==> config.mk <==
export PLATFORM = sky130hd
export DESIGN_NAME = pipe_stage_reg
export DESIGN_NICKNAME = d
export VERILOG_FILES = /design/src/rtl/pipe_pkg.sv /design/src/rtl/pipe_skid_slot.sv /design/src/rtl/pipe_stage_reg.sv
export SDC_FILE = /design/constraint.sdc
export NUM_CORES = 1
export LEC_CHECK = 0
export ABC_AREA = 1
export CORE_UTILIZATION = 45
export CTS_CLUSTER_DIAMETER = 50
export DETAILED_ROUTE_END_ITERATION = 8
export PLACE_DENSITY = 0.78
export SLEW_MARGIN = 20
export SYNTH_ARGS = -nofsm -noshare
export SYNTH_HDL_FRONTEND = slang
export SYNTH_HIERARCHICAL = 1
export SYNTH_SLANG_ARGS = --single-unit
==> constraint.sdc <==
create_clock -name clk -period 2.2 [get_ports clk]
set_input_delay 0.44 -clock clk [delete_from_list [all_inputs] [get_ports clk]]
set_output_delay 0.44 -clock clk [all_outputs]
set_load 0.05 [all_outputs]
==> src/rtl/pipe_pkg.sv <==
// rtl/pipe_pkg.sv - default widths, control-field layout and bubble constant for pipe_stage_reg
package pipe_pkg;

   localparam int P_CTRL_W = 8;
   localparam int P_DATA_W = 32;
   localparam int P_DEST_W = 5;

   // Control word layout, MSB first: WB[7:6] | M[5:3] | EXE[2:0]
   localparam int CTRL_WB_LSB  = 6;
   localparam int CTRL_WB_W    = 2;
   localparam int CTRL_M_LSB   = 3;
   localparam int CTRL_M_W     = 3;
   localparam int CTRL_EXE_LSB = 0;
   localparam int CTRL_EXE_W   = 3;

   localparam logic [P_CTRL_W-1:0] CTRL_BUBBLE = '0;

endpackage

==> src/rtl/pipe_skid_slot.sv <==
// rtl/pipe_skid_slot.sv - one valid+payload register with load and clear (clear wins)
module pipe_skid_slot
   import pipe_pkg::*;
#(
   parameter int W = 8
) (
   input  logic         clk,
   input  logic         rst,
   input  logic         i_load,
   input  logic         i_clear,
   input  logic [W-1:0] i_data,
   output logic         o_valid,
   output logic [W-1:0] o_data
);

   logic         r_valid;
   logic [W-1:0] r_data;

   // Clear only drops the valid bit; the payload is left as a don't-care.
   always_ff @(posedge clk or negedge rst) begin
      if (!rst) begin
         r_valid <= 1'b0;
         r_data  <= '0;
      end else if (i_clear) begin
         r_valid <= 1'b0;
      end else if (i_load) begin
         r_valid <= 1'b1;
         r_data  <= i_data;
      end
   end

   assign o_valid = r_valid;
   assign o_data  = r_data;

endmodule

==> src/rtl/pipe_stage_reg.sv <==
// rtl/pipe_stage_reg.sv - valid/ready pipeline register with 2-entry skid and flush
// Optional perf counters (stall_cnt, flush_cnt) under PIPE_STAGE_PERF_CNT_EN.
module pipe_stage_reg
   import pipe_pkg::*;
#(
   parameter int CTRL_W   = P_CTRL_W,
   parameter int DATA_W   = P_DATA_W,
   parameter int NUM_DATA = 4,
   parameter int DEST_W   = P_DEST_W,
   parameter int NUM_DEST = 2
`ifdef PIPE_STAGE_PERF_CNT_EN
   ,
   parameter int CNT_W    = 16
`endif
) (
   input  logic                       clk,
   input  logic                       rst,
   input  logic                       flush,
   input  logic                       in_valid,
   output logic                       in_ready,
   input  logic [CTRL_W-1:0]          ctrl_in,
   input  logic [NUM_DATA*DATA_W-1:0] data_in,
   input  logic [NUM_DEST*DEST_W-1:0] dest_in,
   output logic                       out_valid,
   input  logic                       out_ready,
   output logic [CTRL_W-1:0]          ctrl_out,
   output logic [NUM_DATA*DATA_W-1:0] data_out,
   output logic [NUM_DEST*DEST_W-1:0] dest_out
`ifdef PIPE_STAGE_PERF_CNT_EN
   ,
   output logic [CNT_W-1:0]           stall_cnt,
   output logic [CNT_W-1:0]           flush_cnt
`endif
);

   localparam int DD_W  = NUM_DATA*DATA_W + NUM_DEST*DEST_W;
   localparam int PAY_W = CTRL_W + DD_W;

   logic             w_main_valid, w_skid_valid;
   logic             w_accept, w_release;
   logic             w_main_from_skid, w_main_load, w_main_clear;
   logic             w_skid_load, w_skid_clear;
   logic [PAY_W-1:0] w_in_pay, w_skid_pay, w_main_src;
   logic [DD_W-1:0]  w_main_dd;
   logic [CTRL_W-1:0] r_ctrl_out;

   assign w_in_pay   = {ctrl_in, data_in, dest_in};
   assign in_ready   = !w_skid_valid;
   assign w_accept   = in_valid && !w_skid_valid;
   assign w_release  = w_main_valid && out_ready;
   assign w_main_src = w_skid_valid ? w_skid_pay : w_in_pay;

   // A held skid entry always refills main first; in_ready is low then, so no input competes.
   assign w_main_from_skid = w_release && w_skid_valid;
   assign w_main_load  = !flush && (w_main_from_skid || (w_accept && (!w_main_valid || w_release)));
   assign w_main_clear = flush || (w_release && !w_main_load);
   assign w_skid_load  = !flush && w_accept && w_main_valid && !w_release;
   assign w_skid_clear = flush || w_main_from_skid;

   pipe_skid_slot #(.W(DD_W)) u_main (
      .clk     (clk),
      .rst     (rst),
      .i_load  (w_main_load),
      .i_clear (w_main_clear),
      .i_data  (w_main_src[DD_W-1:0]),
      .o_valid (w_main_valid),
      .o_data  (w_main_dd)
   );

   pipe_skid_slot #(.W(PAY_W)) u_skid (
      .clk     (clk),
      .rst     (rst),
      .i_load  (w_skid_load),
      .i_clear (w_skid_clear),
      .i_data  (w_in_pay),
      .o_valid (w_skid_valid),
      .o_data  (w_skid_pay)
   );

   // Control lives outside the main slot so it can drop to the bubble whenever main empties.
   always_ff @(posedge clk or negedge rst) begin
      if (!rst) begin
         r_ctrl_out <= CTRL_W'(CTRL_BUBBLE);
      end else if (w_main_clear) begin
         r_ctrl_out <= CTRL_W'(CTRL_BUBBLE);
      end else if (w_main_load) begin
         r_ctrl_out <= w_main_src[PAY_W-1 -: CTRL_W];
      end
   end

   assign out_valid           = w_main_valid;
   assign ctrl_out            = r_ctrl_out;
   assign {data_out, dest_out} = w_main_dd;

`ifdef PIPE_STAGE_PERF_CNT_EN
   logic [CNT_W-1:0] r_stall_cnt, r_flush_cnt;

   always_ff @(posedge clk or negedge rst) begin
      if (!rst) begin
         r_stall_cnt <= '0;
         r_flush_cnt <= '0;
      end else begin
         if (w_main_valid && !out_ready && (r_stall_cnt != '1))
            r_stall_cnt <= r_stall_cnt + CNT_W'(1);
         if (flush && (r_flush_cnt != '1))
            r_flush_cnt <= r_flush_cnt + CNT_W'(1);
      end
   end

   assign stall_cnt = r_stall_cnt;
   assign flush_cnt = r_flush_cnt;
`endif

endmodule

---- Word-level counts from Yosys, hierarchy flattened ----
Cells that the tools add are included.
W data, S select, Z words.
storage, ports and cells
  register bits after elaboration ......... 294
  logic and storage cells ................. 36
  bits of input ports ..................... 151
  output and inout port bits .............. 148
cells by class
  bitwise gates (word level) .............. 2
  muxes and demuxes ....................... 7
  reduce and logical (&&, ||, !) cells .... 22
operators with widths
  kind                 count
  $mux W146            1
  $mux W8              2
  $logic_and A1 B1 Y1  9
  $logic_not A1 Y1     5
  $logic_or A1 B1 Y1   4
  $mux W1              4
  $reduce_and A2 Y1    2
  $reduce_bool A2 Y1   2
  $not A1 Y1           2

---- Longest topological paths before layout ----
Gate-level depths: netlist (run 1).
  word-level depth ........................ 10
  depth in mapped cells ................... 11
  gate-level depth less buffers ........... 9

---- Cells and area by module ----
The synthesis (run 1) kept the hierarchy.
by module, submodules not included
  module                   instances  seq. area each (sq um)  area an instance (sq um)  cells an instance
  pipe_skid_slot (u_skid)  1          3678.5                  5795.6                    637
  pipe_skid_slot (u_main)  1          3478.3                  5441.5                    602
  pipe_stage_reg           1          200.2                   2324.7                    519

---- Least setup slack after synthesis (run 1) ----
No wires, ideal clock.
  path kind ............................... register to register
  start ................................... register u_main.r_valid (netlist: u_main/o_valid)
  end ..................................... register u_main.r_data[125] (netlist: u_main/o_data[125])
  stages on the path, launching flop included .. 10
  slack ................................... 0.295 ns
  library setup time ...................... 0.119 ns
  data required time ...................... 2.081 ns
  data arrival time ....................... 1.786 ns
  clock period less this slack ............ 1.905 ns
  cells stage by stage .................... dfrtp_1 -> nand3_4 -> nand2_8 -> inv_4 -> nor2_1 -> nand2_1 -> buf_2 -> buf_4 -> nand2_1 -> nand2_1
between the ends
  cells in the longest elaborated chain, start to end .. 10
  elaborated cells on any way between the ends .. 12
  classes of those cells .................. 1 x bitwise; 11 x reduce/logical
RTL lines
  element                                                  line                                        source
  from (decl)                                              pipe_skid_slot.sv:16                        logic r_valid;
  from (signal assigned)                                   pipe_skid_slot.sv:22                        r_valid <= 1'b0;
  from (signal assigned)                                   pipe_skid_slot.sv:25                        r_valid <= 1'b0;
  from (signal assigned)                                   pipe_skid_slot.sv:27                        r_valid <= 1'b1;
  $logic_not A1 Y1 or $logic_and A1 B1 Y1 (tied branches)  pipe_stage_reg.sv:55, pipe_stage_reg.sv:50
  $logic_or A1 B1 Y1                                       pipe_stage_reg.sv:55                        assign w_main_load = !flush && (w_main_from_skid || (w_accept && (!w_main_valid || w_release)));
  $logic_and A1 B1 Y1                                      pipe_stage_reg.sv:55
  $logic_or A1 B1 Y1 *                                     pipe_stage_reg.sv:55
  $logic_and A1 B1 Y1 *                                    pipe_stage_reg.sv:55
  net w_main_load                                          pipe_stage_reg.sv:41                        logic w_main_from_skid, w_main_load, w_main_clear;
  $logic_not A1 Y1                                         pipe_stage_reg.sv:56                        assign w_main_clear = flush || (w_release && !w_main_load);
  $logic_and A1 B1 Y1                                      pipe_stage_reg.sv:56
  $logic_or A1 B1 Y1                                       pipe_stage_reg.sv:56
  $not A1 Y1 (no line)                                     n/a
  $reduce_and A2 Y1 (no line) *                            n/a
  to (signal assigned)                                     pipe_skid_slot.sv:28                        r_data <= i_data;
  to (decl)                                                pipe_skid_slot.sv:17                        logic [W-1:0] r_data;
Mark *: on every way through the listed nets, which the timed path passes. The rest lies on a longest branch.
A chain may end at the register's enable or synchronous reset.

---- Worst setup path in the final report (run 1) ----
  start ................................... register u_main.r_data[110] (netlist: u_main/o_data[110])
  end ..................................... output data_out[100]
RTL lines
  element    line                  source
  to (decl)  pipe_stage_reg.sv:27  output logic [NUM_DATA*DATA_W-1:0] data_out,
No word-level cell between the ends.

==> metrics.md, run 1 <==
| Metric | Value |
|---|---|
| Commonest cells post-synth | nand2_1, nand3_1, dfrtp_1 |
| First-pass GRT wire length | 63.9 mm |
| Die height | 176 µm |
| Setup CP Type | flop to output port |
| Status | complete, no violations |
| Fin area | 0.0183 mm² |
| CP Capture Type | output port |
| Buffers on Ports | 298 |
| Slowest cell on crit path | clkdlybuf4s50_1 |
| Slew of the pin with the lowest slew margin | 0.710 ns |
| CP Data Arrival Time | 1.75 ns |
| DRT Pass-1 Iters | 9 |
| FF-to-FF Start | u_skid/o_valid |
| Bufs and invs on worst path | 1 |
| Fmax | 0.457 GHz |
| Clk Latency, worst-skew pair | 0.50 ns |
| Fraction of layout cells with a size suffix above 1 | 0.0568 |
| Max-Cap Viols | 0 |
| Syn Nets | 1,909 |
| Warnings, synthesis | 6 |
| Detailed Route WL | 40.2 mm |
| Clock transition at path regs | 0.06 ns |
| Die Width | 176 µm |
| DRT iter0 DRCs | 1,250 |
| Mapped cell area | 0.0136 mm² |
| GRT Residual Overflow | 0 |
| Pwr dens | 992 mW/mm² |
| Num rows | 63 |
| Initial antenna violation count | 5 |
| H-tree levels | 2 |
| CP max FO | 2 |
| Leakage power | 9.69 nW |
| Worst path max stage delay | 0.83 ns |
| Top-area cell type share of the netlist area | 0.542 |
| Dpl cell area | 0.0170 mm² |
| Root Driver | clkbuf_16 |
| Clock Tree Buf Depth | 3 |
| Yosys cell types | 20 |
| Yosys top cell by area | dfrtp_1 |
| Flop-to-flop setup slack | 0.18 ns |
| Area Overhead vs Synth | 34.6% |
| Vias in the first global route | 12.6k |
| # DRC | 0 |
| Via count | 12.8k |
| Startpoint Class | flop |
| Top FF cell, synth | dfrtp_1 |
| Routed WL per cell | 16.5 µm |
| Final Cycle Share | 0.994 |
| Main area contributors after synthesis | dfrtp_1, nand2_1, nand3_1 |
| # clock sinks | 294 |
| Post-detail-place hpwl | 24.6 mm |
| Inst Count DP | 2,367 |
| FFs w/ async S/R, synth | 1.00 |
| Largest net degree at the start of global routing | 129 |
| Setup TNS | 0 ns |
| TritonCTS Buffers | 34 |
| Routability Congestion | 0.882 |
| Peak VDD IR | 0.000671 V |
| Fin cells | 2,433 |
| Slew headroom | 0.527 |
| Antenna Nets Post-Route | 0 |
| Vias per cell | 5.27 |
| Seq cells post-synth | 294 |
| Final Hold Slack | 0.469 ns |
| EDFF count, synth | 0 |
| Slew Limit Fails | 0 |
| Sequential fraction of the synthesis area | 0.542 |
| Top-count cell post-synth | nand2_1 |
| Initial Util | 0.458 |
| Worst path depth | 1 |
| CP top delay family | buffers and inverters |
| Final Critical Period | 2.19 ns |
| Worst reg2reg path depth | 7 |
| Die ar. | 0.0308 mm² |
| Crit-path cells | clkdlybuf4s50_1 |
| CTS tree | done |
| RSZ-0062 raised after global routing | no |
| WP data required | 1.76 ns |
| Syn avg cell area | 7.71 µm² |
| Core Footprint | 0.0296 mm² |
| Hold Violations, Final | 0 |
| Reg2reg end | u_main/o_data[14] |
| I/O pin total | 299 |
| HP Class | primary input to async pin |
| Final Skew | 0.00998 ns |
| Synth Instances | 1,758 |
| Global-route usage over all layers | 0.258 |
| Total Power | 18.1 mW |
| Final Setup Violations | 0 |
| Net count, final | 2,168 |
## kinds of logic (layout without fill, tap and decap cells)
group | after synthesis | after routing | synth area share
simple gates | 1326 | 1326 | 0.398
other cells | 0 | 2 | 0
compound gates | 5 | 5 | 0.00184
flops | 294 | 294 | 0.542
buf+inv | 133 | 416 | 0.0573
## power breakdown
part	switching, mW	internal (mW)	leakage [nW]
Combinational	3.35	1.72	5.34
Sequential	0.664	6.50	3.78
Clock	2.19	3.68	0.571
## flip-flops by register name (all words and copies together) (netlist names)
signal          count
u_skid/o_valid      1
u_main/o_data     138
u_main/o_valid      1
u_skid/o_data     146
ctrl_out            8
## stage by stage
step	setup slack, ns	util
2_1_floorplan	0.295	-
3_3_place_gp	-0.0199	0.573
3_5_place_dp	-0.0448	0.573
4_1_cts	0.0148	0.614
5_1_grt	0.00172	0.616
6_report	0.0128	0.616
## final cells by class
| class | count | area (µm²) |
|---|---|---|
| antenna | 2 | 5.00 |
| clock buffer | 52 | 1020 |
| clock inverter | 8 | 148 |
| fill | 2500 | 11400 |
| inverter | 7 | 36.3 |
| multi-input combinational | 1331 | 5450 |
| sequential | 294 | 7360 |
| tap | 390 | 488 |
| timing repair buffer | 349 | 3740 |
## how the worst max path moves through the flow
| stage | startpoint | endpoint | slack [ns] |
|---|---|---|---|
| after floorplan | u_main/o_valid | u_main/o_data[125] | 0.30 |
| after global placement | out_ready | u_main/o_data[20] | -0.02 |
| after detailed placement | in_valid | u_main/o_data[14] | -0.04 |
| after CTS | u_main/o_data[101] | data_out[91] | 0.01 |
| after global routing | u_main/o_data[110] | data_out[100] | 0.002 |
| final | u_main/o_data[110] | data_out[100] | 0.01 |
## what timing repair did
item,in CTS,in global routing
buffers inserted,1,0
hold buffers,1,0
resized for setup,2,7
pin swaps,0,0
gates cloned,1,1
setup endpoints to repair,2,8
hold endpoints to repair,49,0
## layout by cell type, fill, tap and decap left out, types with 5 or more instances in the layout
| cell | synthesis | final |
|---|---|---|
| nand2_1 | 1021 | 1020 |
| clkdlybuf4s50_1 | 0 | 288 |
| buf_12 | 0 | 23 |
| nand3_1 | 296 | 296 |
| a21oi_1 | 5 | 5 |
| clkbuf_16 | 0 | 38 |
| clkbuf_1 | 6 | 11 |
| dfrtp_1 | 294 | 293 |
| dlymetal6s2s_1 | 0 | 7 |
| buf_4 | 37 | 24 |
## metal layers
layer | part of all wire | up-vias | wire [µm] | track usage
met4 | 0.031 | 6 | 1260 | 0.0989
met3 | 0.093 | 91 | 3750 | 0.0634
met2 | 0.47 | 616 | 18800 | 0.424
met1 | 0.41 | 6081 | 16300 | 0.329
met5 | 0.00092 | - | 37 | 0
li1 | - | 6027 | - | -
(Power assumes the default switching activity.)
==> run 2: changes to the inputs <==
--- a/config.mk
+++ b/config.mk
@@ -9,7 +9,7 @@
 export CORE_UTILIZATION = 45
 export CTS_CLUSTER_DIAMETER = 50
 export DETAILED_ROUTE_END_ITERATION = 8
-export PLACE_DENSITY = 0.78
+export PLACE_DENSITY = 0.81
 export SLEW_MARGIN = 20
 export SYNTH_ARGS = -nofsm -noshare
 export SYNTH_HDL_FRONTEND = slang
==> constraint.sdc (replaced) <==
create_clock -name clk -period 1.8 [get_ports clk]
set_input_delay 0.36 -clock clk [delete_from_list [all_inputs] [get_ports clk]]
set_output_delay 0.36 -clock clk [all_outputs]
set_load 0.05 [all_outputs]
==> run 2 against run 1 <==
The run now ends with negative setup slack left. Flip-flop and latch count unchanged. Non-clock buffer count increased by 43. Register-to-register slack got worse by 0.19 ns. Sequential share of layout area decreased by 1.5 points. Sequential power increased by 23%. Hold slack got worse by 0.090 ns. Via count increased by 4.3%. Design area increased by 3.8%. Global-route usage increased by 0.23 points. Wire length increased by 11%. Power increased by 22%. Clock-buffer cell count decreased by 2. Critical path type unchanged.
==> metrics.md, run 2 (same netlist as run 1, synthesis figures left out) <==
| Metric | Value |
|---|---|
| Final Setup Violations | 7 |
| Global-route usage over all layers | 0.260 |
| Slew Limit Fails | 0 |
| DRT iter0 DRCs | 1,566 |
| Initial Util | 0.458 |
| Pwr dens | 1170 mW/mm² |
| Setup CP Type | flop to output port |
| Fin cells | 2,479 |
| Bufs and invs on worst path | 4 |
| Final Critical Period | 1.83 ns |
| Via count | 13.4k |
| Clock Tree Buf Depth | 3 |
| Most common cell after layout, fill and taps aside | nand2_1 |
| Routed WL per cell | 18.0 µm |
| Final Skew | 0.0144 ns |
| CTS tree | done |
| Leakage power | 10.2 nW |
| CP Capture Type | output port |
| Final WS setup | -0.0279 ns |
| H-tree levels | 2 |
| Fmax | 0.547 GHz |
| Root Driver | clkbuf_16 |
| Startpoint Class | flop |
| Die Width | 176 µm |
| Max-Cap Viols | 0 |
| Status | finished, violations left |
| Inst Count DP | 2,378 |
| Core Footprint | 0.0296 mm² |
| Slowest cell on crit path | dfrtp_4 |
| Clock transition at path regs | 0.06 ns |
| Routability Congestion | 0.830 |
| CP max FO | 4 |
| HP Class | primary input to async pin |
| Slew headroom | 0.496 |
| Area Overhead vs Synth | 39.8% |
| CP Data Arrival Time | 1.47 ns |
| Worst path max stage delay | 0.50 ns |
| Final Cycle Share | 1.02 |
| DRT Pass-1 Iters | 8 |
| Die height | 176 µm |
| Failing checks | negative setup slack |
| Most frequent cells in the layout | nand2_1, nand3_1, dfrtp_1, buf_4, clkdlybuf4s50_1 |
| Vias in the first global route | 12.6k |
| Buffers on Ports | 298 |
| Antenna Nets Post-Route | 0 |
| Hold Violations, Final | 0 |
| Net count, final | 2,215 |
| Num rows | 63 |
| Post-detail-place hpwl | 24.9 mm |
| CP top delay family | flip-flops |
| Crit-path cells | buf_4 -> inv_8 -> buf_16 -> buf_12 |
| Clk Latency, worst-skew pair | 0.51 ns |
| # DRC | 0 |
| WP data required | 1.44 ns |
| I/O pin total | 299 |
| Largest net degree at the start of global routing | 138 |
| Total Power | 22.1 mW |
| GRT Residual Overflow | 0 |
| Number of flip-flops in the largest register | 146 |
| Slew of the pin with the lowest slew margin | 0.755 ns |
| RSZ-0062 raised after global routing | yes |
| Die ar. | 0.0308 mm² |
| Vias per cell | 5.40 |
| Fraction of layout cells with a size suffix above 1 | 0.185 |
| Detailed Route WL | 44.6 mm |
| First-pass GRT wire length | 64.5 mm |
| # clock sinks | 294 |
| Peak VDD IR | 0.000843 V |
| TritonCTS Buffers | 35 |
| Initial antenna violation count | 2 |
==> run 2: worst register-to-register path: stages (launching register included) <==
cell and delay, ns:
dfrtp_4 0.50, buf_6 0.14, nor2_4 0.09, nand2_4 0.07, nand2_8 0.08, inv_4 0.04
nor2_4 0.17, buf_12 0.17, nand2_8 0.12, clkbuf_16 0.21, nand2_1 0.06, nand2_1 0.06
==> run 2: through the flow <==
stage	util	worst slack, ns	hold WS (ns)	TNS (ns)	cell area, µm²
CTS	0.609	0.000389	0.372	0	18100
finish	0.639	-0.0279	0.379	-0.0608	19000
global route	0.639	-0.106	0.397	-5.71	19000
floorplan	-	0.0673	0.0644	0	13600
global placement	0.565	-0.288	0.307	-69.11	16700
detailed placement	0.565	-0.327	0.310	-78.11	16700
==> run 2: where the power goes <==
part / leakage (nW) / total, mW / switching, mW / internal [mW]
clock: 0.557 / 6.93 / 2.77 / 4.17
combinational: 5.90 / 6.34 / 4.25 / 2.10
sequential: 3.78 / 8.84 / 0.893 / 7.95
==> run 2: final timing paths <==
check | endpoint | start | depth (start not counted) | slack [ns]
worst min register to register | u_skid/o_data[49] | u_skid/o_data[49] | 2 | 0.47
worst min-delay path | u_skid/o_data[66] | rst | 2 | 0.38
worst max-delay path | in_ready | u_skid/o_valid | 4 | -0.03
worst max register to register | u_main/o_data[26] | u_skid/o_valid | 11 | -0.01
min in group clk | u_skid/o_data[68] | data_in[58] | 3 | 0.44
max in group asynchronous | u_skid/o_data[91] | rst | 3 | 0.68
==> run 2: routing by layer <==
metal,vias up,GRT usage,share of wire
met4,2,0.107,0.036
met2,752,0.421,0.48
li1,6152,-,-
met3,123,0.0591,0.093
met1,6349,0.337,0.40
met5,-,0,0.00029
==> run 2: what timing repair did <==
item                                   4_1_cts  5_1_grt
gates resized for setup                      8      111
setup endpoints to repair                    8      280
endpoints found under the hold margin       39        0
hold buffers                                 1        0
buffers inserted                             3       10
pin swaps                                    0        8
gates cloned                                 3       23
==> run 2: layout make-up <==
cell class              count  area [µm²]
fillers                  2384       10700
flip-flops and latches    294        7360
multi-input cells        1334        5820
repair buffers            392        4100
clock buffers              50        1030
well taps                 390         488
clock inverters            11         103
inverters                   7        43.8
diodes                      1        2.50
